--- src/rtl/pong_pkg.sv ---
// Shared definitions for the pong paddle command path.
// Requester indices, arbiter FSM encoding and the default auto-repeat period.
// Pure declarations: no logic, no latency, no backpressure.
package pong_pkg;

  // Requester indices into the 4-bit pulse/pending vectors
  localparam int REQ_P1_UP = 0;
  localparam int REQ_P1_DN = 1;
  localparam int REQ_P2_UP = 2;
  localparam int REQ_P2_DN = 3;

  // Default auto-repeat period in clk cycles and the counter width that holds it
  localparam int REPEAT_CYC_DEFAULT = 5_000_000;
  localparam int RPT_W_DEFAULT      = 23;

  // Arbiter FSM encoding
  typedef enum logic [0:0] {
    ST_IDLE  = 1'b0,
    ST_OFFER = 1'b1
  } arb_state_t;

endpackage

--- src/rtl/paddle_cmd_arbiter_if.sv ---
// Paddle-move command channel between the arbiter and the paddle updater.
// Latency: wires only.
// Backpressure: valid/ready; the master holds cmd_valid/cmd_id until cmd_ready.
interface paddle_cmd_arbiter_if;
  logic       cmd_valid;
  logic [1:0] cmd_id;
  logic       cmd_ready;

  modport master (output cmd_valid, output cmd_id, input cmd_ready);
  modport slave  (input cmd_valid, input cmd_id, output cmd_ready);
endinterface

--- src/rtl/rr_pick4.sv ---
// Round-robin priority picker over four requests, searching upward from ptr.
// Latency: purely combinational.
// Backpressure: none; the caller decides when the pick is consumed.
module rr_pick4 (
  input  logic [3:0] req,
  input  logic [1:0] ptr,
  output logic [1:0] gnt_idx,
  output logic       any
);

  // First set request at ptr, ptr+1, ... with 2-bit wraparound
  always_comb begin
    logic       found;
    logic [1:0] idx;
    gnt_idx = 2'd0;
    any     = |req;
    found   = 1'b0;
    idx     = ptr;
    for (int k = 0; k < 4; k++) begin
      idx = ptr + k[1:0];
      if (!found && req[idx]) begin
        gnt_idx = idx;
        found   = 1'b1;
      end
    end
  end

endmodule

--- src/rtl/paddle_cmd_arbiter.sv ---
// Latches player button pulses into sticky pending flags and round-robins them onto a command channel.
// Latency: pulse -> pending next edge -> cmd_valid the edge after; at most one command per 2 cycles.
// Backpressure: an offer is held stable until cmd_ready; new presses keep accumulating (or drop) meanwhile.
// Optional auto-repeat on held buttons is built when PADDLE_AUTO_REPEAT_EN is defined.
import pong_pkg::*;

module paddle_cmd_arbiter #(
  parameter int N_REQ      = 4,
  parameter int REPEAT_CYC = REPEAT_CYC_DEFAULT,
  parameter int RPT_W      = RPT_W_DEFAULT
) (
  input  logic                 clk,
  input  logic                 rst,
  input  logic                 enable,
  input  logic [N_REQ-1:0]     pulse,
  input  logic [N_REQ-1:0]     held,
  paddle_cmd_arbiter_if.master cmd,
  output logic [N_REQ-1:0]     pending,
  output logic                 dropped
);

  arb_state_t       state;
  logic             valid_q;
  logic [1:0]       id_q;
  logic [1:0]       rr_ptr;
  logic [1:0]       win_idx;
  logic             win_any;
  logic             grant;
  logic [N_REQ-1:0] rpt_fire;
  logic [N_REQ-1:0] set_evt;
  logic [N_REQ-1:0] grant_mask;
  logic [N_REQ-1:0] offer_mask;
  logic [N_REQ-1:0] merged;
  logic [N_REQ-1:0] pending_nxt;
  logic             drop_evt;

  assign cmd.cmd_valid = valid_q;
  assign cmd.cmd_id    = id_q;

  rr_pick4 u_pick (
    .req     (pending),
    .ptr     (rr_ptr),
    .gnt_idx (win_idx),
    .any     (win_any)
  );

  // A grant only happens from IDLE while the game runs
  assign grant = (state == ST_IDLE) && enable && win_any;

`ifdef PADDLE_AUTO_REPEAT_EN
  logic [RPT_W-1:0] rpt_cnt [N_REQ];
  localparam logic [RPT_W-1:0] RPT_LAST = RPT_W'(REPEAT_CYC - 1);

  for (genvar g = 0; g < N_REQ; g++) begin : g_rpt
    // Per-button repeat timer: runs while held and enabled, restarts on release
    always_ff @(posedge clk or posedge rst) begin
      if (rst) begin
        rpt_cnt[g] <= '0;
      end else if (!held[g]) begin
        rpt_cnt[g] <= '0;
      end else if (enable) begin
        rpt_cnt[g] <= (rpt_cnt[g] == RPT_LAST) ? '0 : rpt_cnt[g] + 1'b1;
      end
    end
    assign rpt_fire[g] = held[g] && enable && (rpt_cnt[g] == RPT_LAST);
  end
`else
  // Pulse-only build: held and the repeat settings have no effect
  localparam bit unused_cfg = (REPEAT_CYC > 0) && (RPT_W > 0);
  logic unused_held;
  assign unused_held = ^held;
  assign rpt_fire    = '0;
`endif

  // Next pending vector: grant clears, new events set, opposite directions cancel
  always_comb begin
    grant_mask = '0;
    offer_mask = '0;
    if (grant)   grant_mask[win_idx] = 1'b1;
    if (valid_q) offer_mask[id_q]    = 1'b1;
    set_evt  = enable ? (pulse | rpt_fire) : '0;
    drop_evt = |(set_evt & pending & ~grant_mask);
    merged   = (pending & ~grant_mask) | set_evt;
    pending_nxt = merged;
    if (merged[REQ_P1_UP] && merged[REQ_P1_DN] &&
        !offer_mask[REQ_P1_UP] && !offer_mask[REQ_P1_DN]) begin
      pending_nxt[REQ_P1_UP] = 1'b0;
      pending_nxt[REQ_P1_DN] = 1'b0;
    end
    if (merged[REQ_P2_UP] && merged[REQ_P2_DN] &&
        !offer_mask[REQ_P2_UP] && !offer_mask[REQ_P2_DN]) begin
      pending_nxt[REQ_P2_UP] = 1'b0;
      pending_nxt[REQ_P2_DN] = 1'b0;
    end
    if (!enable) pending_nxt = '0;
  end

  // Pending flags and the sticky drop indicator
  always_ff @(posedge clk or posedge rst) begin
    if (rst) begin
      pending <= '0;
      dropped <= 1'b0;
    end else begin
      pending <= pending_nxt;
      if (drop_evt) dropped <= 1'b1;
    end
  end

  // Offer FSM: load the winner in IDLE, hold it in OFFER until accepted
  always_ff @(posedge clk or posedge rst) begin
    if (rst) begin
      state   <= ST_IDLE;
      valid_q <= 1'b0;
      id_q    <= 2'd0;
      rr_ptr  <= 2'd0;
    end else begin
      case (state)
        ST_IDLE: begin
          if (grant) begin
            valid_q <= 1'b1;
            id_q    <= win_idx;
            state   <= ST_OFFER;
          end
        end
        ST_OFFER: begin
          if (cmd.cmd_ready) begin
            valid_q <= 1'b0;
            rr_ptr  <= id_q + 2'd1;
            state   <= ST_IDLE;
          end
        end
        default: begin
          valid_q <= 1'b0;
          state   <= ST_IDLE;
        end
      endcase
    end
  end

endmodule

--- src/flat_wrapper.sv ---
// flat-port wrapper written by rule: the top's interface ports become plain ports
module paddle_cmd_arbiter_flat 
#(
  parameter int N_REQ      = 4,
  parameter int REPEAT_CYC = REPEAT_CYC_DEFAULT,
  parameter int RPT_W      = RPT_W_DEFAULT
)
  (clk, rst, enable, pulse, held, pending, dropped, cmd_cmd_valid, cmd_cmd_id, cmd_cmd_ready);
  paddle_cmd_arbiter_if cmd_i ();
  input  logic clk;
  input  logic rst;
  input  logic enable;
  input  logic [N_REQ-1:0] pulse;
  input  logic [N_REQ-1:0] held;
  output logic [N_REQ-1:0] pending;
  output logic dropped;
  output wire logic [$bits(cmd_i.cmd_valid)-1:0] cmd_cmd_valid;
  output wire logic [$bits(cmd_i.cmd_id)-1:0] cmd_cmd_id;
  input wire logic [$bits(cmd_i.cmd_ready)-1:0] cmd_cmd_ready;
  assign cmd_cmd_valid = cmd_i.cmd_valid;
  assign cmd_cmd_id = cmd_i.cmd_id;
  assign cmd_i.cmd_ready = cmd_cmd_ready;
  paddle_cmd_arbiter #(.N_REQ(N_REQ), .REPEAT_CYC(REPEAT_CYC), .RPT_W(RPT_W)) u_core (.clk(clk), .rst(rst), .enable(enable), .pulse(pulse), .held(held), .cmd(cmd_i), .pending(pending), .dropped(dropped));
endmodule
--- config.mk ---
export PLATFORM = sky130hd
export DESIGN_NAME = paddle_cmd_arbiter_flat
export DESIGN_NICKNAME = d
export VERILOG_FILES = /design/src/rtl/pong_pkg.sv /design/src/rtl/paddle_cmd_arbiter_if.sv /design/src/rtl/rr_pick4.sv /design/src/rtl/paddle_cmd_arbiter.sv /design/src/flat_wrapper.sv
export SDC_FILE = /design/constraint.sdc
export NUM_CORES = 1
export LEC_CHECK = 0
export BUFFER_PORTS_ARGS = -buffer_cell sky130_fd_sc_hd__buf_2
export CAP_MARGIN = 20
export CORE_UTILIZATION = 49
export DETAILED_ROUTE_END_ITERATION = 8
export GPL_TIMING_DRIVEN = 1
export PLACE_DENSITY = 0.82
export SETUP_SLACK_MARGIN = 0.02
export SYNTH_ARGS = -nofsm -noshare
export SYNTH_HDL_FRONTEND = slang
export SYNTH_SLANG_ARGS = --single-unit
--- constraint.sdc ---
create_clock -name clk -period 2.3 [get_ports clk]
set_clock_uncertainty 0.15 [all_clocks]
set_input_delay 0.46 -clock clk [delete_from_list [all_inputs] [get_ports clk]]
set_output_delay 0.46 -clock clk [all_outputs]
set_load 0.005 [all_outputs]
==> metrics.txt <==
# DRC=0; # H-tree levels=1; Post-CTS Resized=0; RSZ-0062 raised after global routing=false; Port Buffers=15; Ant. Diodes=0; placed insts=110; data required time at the worst endpoint=2.30 ns; Post-Syn Area=712 um2; Final Hold Fails=0; Hold Path Class=in -> async; PD cells=975 nW/um2; post-detail-place hpwl=1.24 mm; Root Driver=clkbuf_4; Initial DRC Count=10; Compound-Gate Fraction of Synth Area=23.7%; Max Cap Viol=0; Avg Synthesized Cell Area=9.13 um2; fin crit period=2.17 ns; final cell count without fillers=114; nets@finish=116; Setup TNS=0 ns; FMAX=461 MHz; clock latency on the worst-skew pair=0.27 ns; Vias=682; number of filler instances in the final layout=121; Die X=40.1 um; via/cell ratio=5.98; Syn-to-layout area delta=21.4%; TritonCTS clock tree=yes; Worst-Margin Slew=0.449 ns; initial core utilization=53.4%; post-CTS setup buffers=0; post-synthesis sequential area ratio=38.7%; number of routed nets with antenna violations=0; ratio of cells with drive above 1 in the final layout=31.3%; DRT Pass-1 Iters=4; Peak VDD IR=0.533 mV; Distinct cells, synth=34; CORE AREA=1330 um2; Simple-Gate Fraction of Synth Area=21.6%; count of pins over their slew limit=0; FF+latch area=275 um2; GRT Util Overall=25.0%; Post-CTS Hold Buffers=0; Final Util=64.8%; final worst-path cycle share=94.3%; critical path class=reg -> reg; YS warnings=0; slew margin rel.=70.0%; largest family of logic cells by synthesized area=compound AO/OA/AOI/OAI gates; first-pass GRT wire length=2.64 mm; #FFs+latches synth=11; routability cong.=0.750; status=complete, no violations; floorplan row count=13; Final WS setup=0.130 ns; EDFF count, synth=0; placed cell areas=823 um2; Startpoint Class=register; die area=1610 um2; TritonCTS Buffers=3; ys async rst share=100%; Setup-failing EPs final=0; maximum fanout along the worst path=9; CP arrival=2.17 ns; drt total wl=1.65 mm; Synth Flop Type=dfrtp_1; Clock transition at path regs=0.07 ns; largest net degree at the start of global routing=12; Finished Cell Area=865 um2; Multi-input gate area=409 um2; Synth Area in XOR/XNOR=0%; Worst Setup End Kind=register; GRT overflow=0; I/O pin count=20; initial antenna violation count=0; Post-Synth Adder-Cell Area=7.03%; Hold WS=0.0277 ns; worst-case clock buffer depth=2; total power=843 uW; Clock Sinks=11; reg2reg path depth=5; vias in the first global route=596; synthesized instance count=78; Avg WL per Cell=14.4 um; Mapped Nets=94; die extent in y=40.1 um; Setup WS pre-CTS=0.0729 ns; post-synthesis mux area share=2.99%; LEAKAGE=0.419 nW
registers in the layout, summed over array words and instances, names as in the netlist:
name	count
u_core.cmd.cmd_id	2
u_core.cmd.cmd_valid	1
u_core.dropped	1
u_core.pending	4
u_core.rr_ptr	2
u_core.state	1
synthesized netlist by cell type (2+ instances only):
master | count | area [um2]
a21oi_1 | 4 | 20.0
or3b_1 | 2 | 17.5
ha_1 | 4 | 50.1
inv_1 | 6 | 22.5
dfrtp_1 | 11 | 275
o21ai_0 | 9 | 45.0
nand3_1 | 3 | 15.0
nand2_1 | 10 | 37.5
nor4_1 | 2 | 12.5
a211oi_1 | 2 | 15.0
nor2_1 | 2 | 7.51
cell type report:
| cell class | count | share of cell area, % |
|---|---|---|
| sequential | 11 | 31.8 |
| inverter | 6 | 2.60 |
| clock buffer | 4 | 3.04 |
| timing repair buffer | 20 | 13.0 |
| multi-input combinational | 58 | 47.3 |
| tap | 15 | 2.17 |
cells in the final DEF, fill, tap and decap left out, types with 2 or more instances in the layout:
cell type / count
nor4_1: 2
dfrtp_1: 11
ha_1: 4
o21ai_0: 9
buf_2: 15
nand3_1: 3
nand2_1: 10
buf_4: 5
nor2_1: 2
a21oi_1: 4
a211oi_1: 2
clkbuf_4: 3
inv_1: 6
or3b_1: 2
worst max-delay path, cell delays in order (launching register included):
cell and delay [ns]:
dfrtp_1 0.48, or2b_1 0.19, a21oi_1 0.11, or2_4 0.29, o311a_1 0.36, or4_1 0.46
kinds of logic after synthesis:
family | count (synthesis)
simple gates | 27
mux | 2
fa+ha+maj | 4
compound gates | 25
flops | 11
buf+inv | 9
report_power, final:
| part | switching (mW) | internal, mW |
|---|---|---|
| combinational | 0.192 | 0.175 |
| clock | 0.0666 | 0.0673 |
| sequential | 0.0872 | 0.255 |
| total | 0.345 | 0.497 |
layer usage:
metal,track usage (%),share of wire (%)
met5,0,0
met4,15.5,2.4
met3,1.67,5.2
met2,38.7,45
met1,33.4,47
path summary, 6_finish.rpt:
path / slack [ns] / from / end
worst max-delay path: 0.13 / u_core.pending[0]$_DFF_PP0_ / u_core.dropped$_DFFE_PP0P_
worst min-delay path: 0.03 / rst / u_core.cmd.cmd_id[0]$_DFFE_PP0P_
worst max register to register: 0.13 / u_core.pending[0]$_DFF_PP0_ / u_core.dropped$_DFFE_PP0P_
worst min register to register: 0.33 / u_core.dropped$_DFFE_PP0P_ / u_core.dropped$_DFFE_PP0P_
max in group asynchronous: 1.66 / rst / u_core.cmd.cmd_valid$_DFFE_PP0P_
min in group clk: 0.22 / cmd_cmd_ready / u_core.state$_DFF_PP0_
No activity file was read; power rests on OpenSTA's default activity.
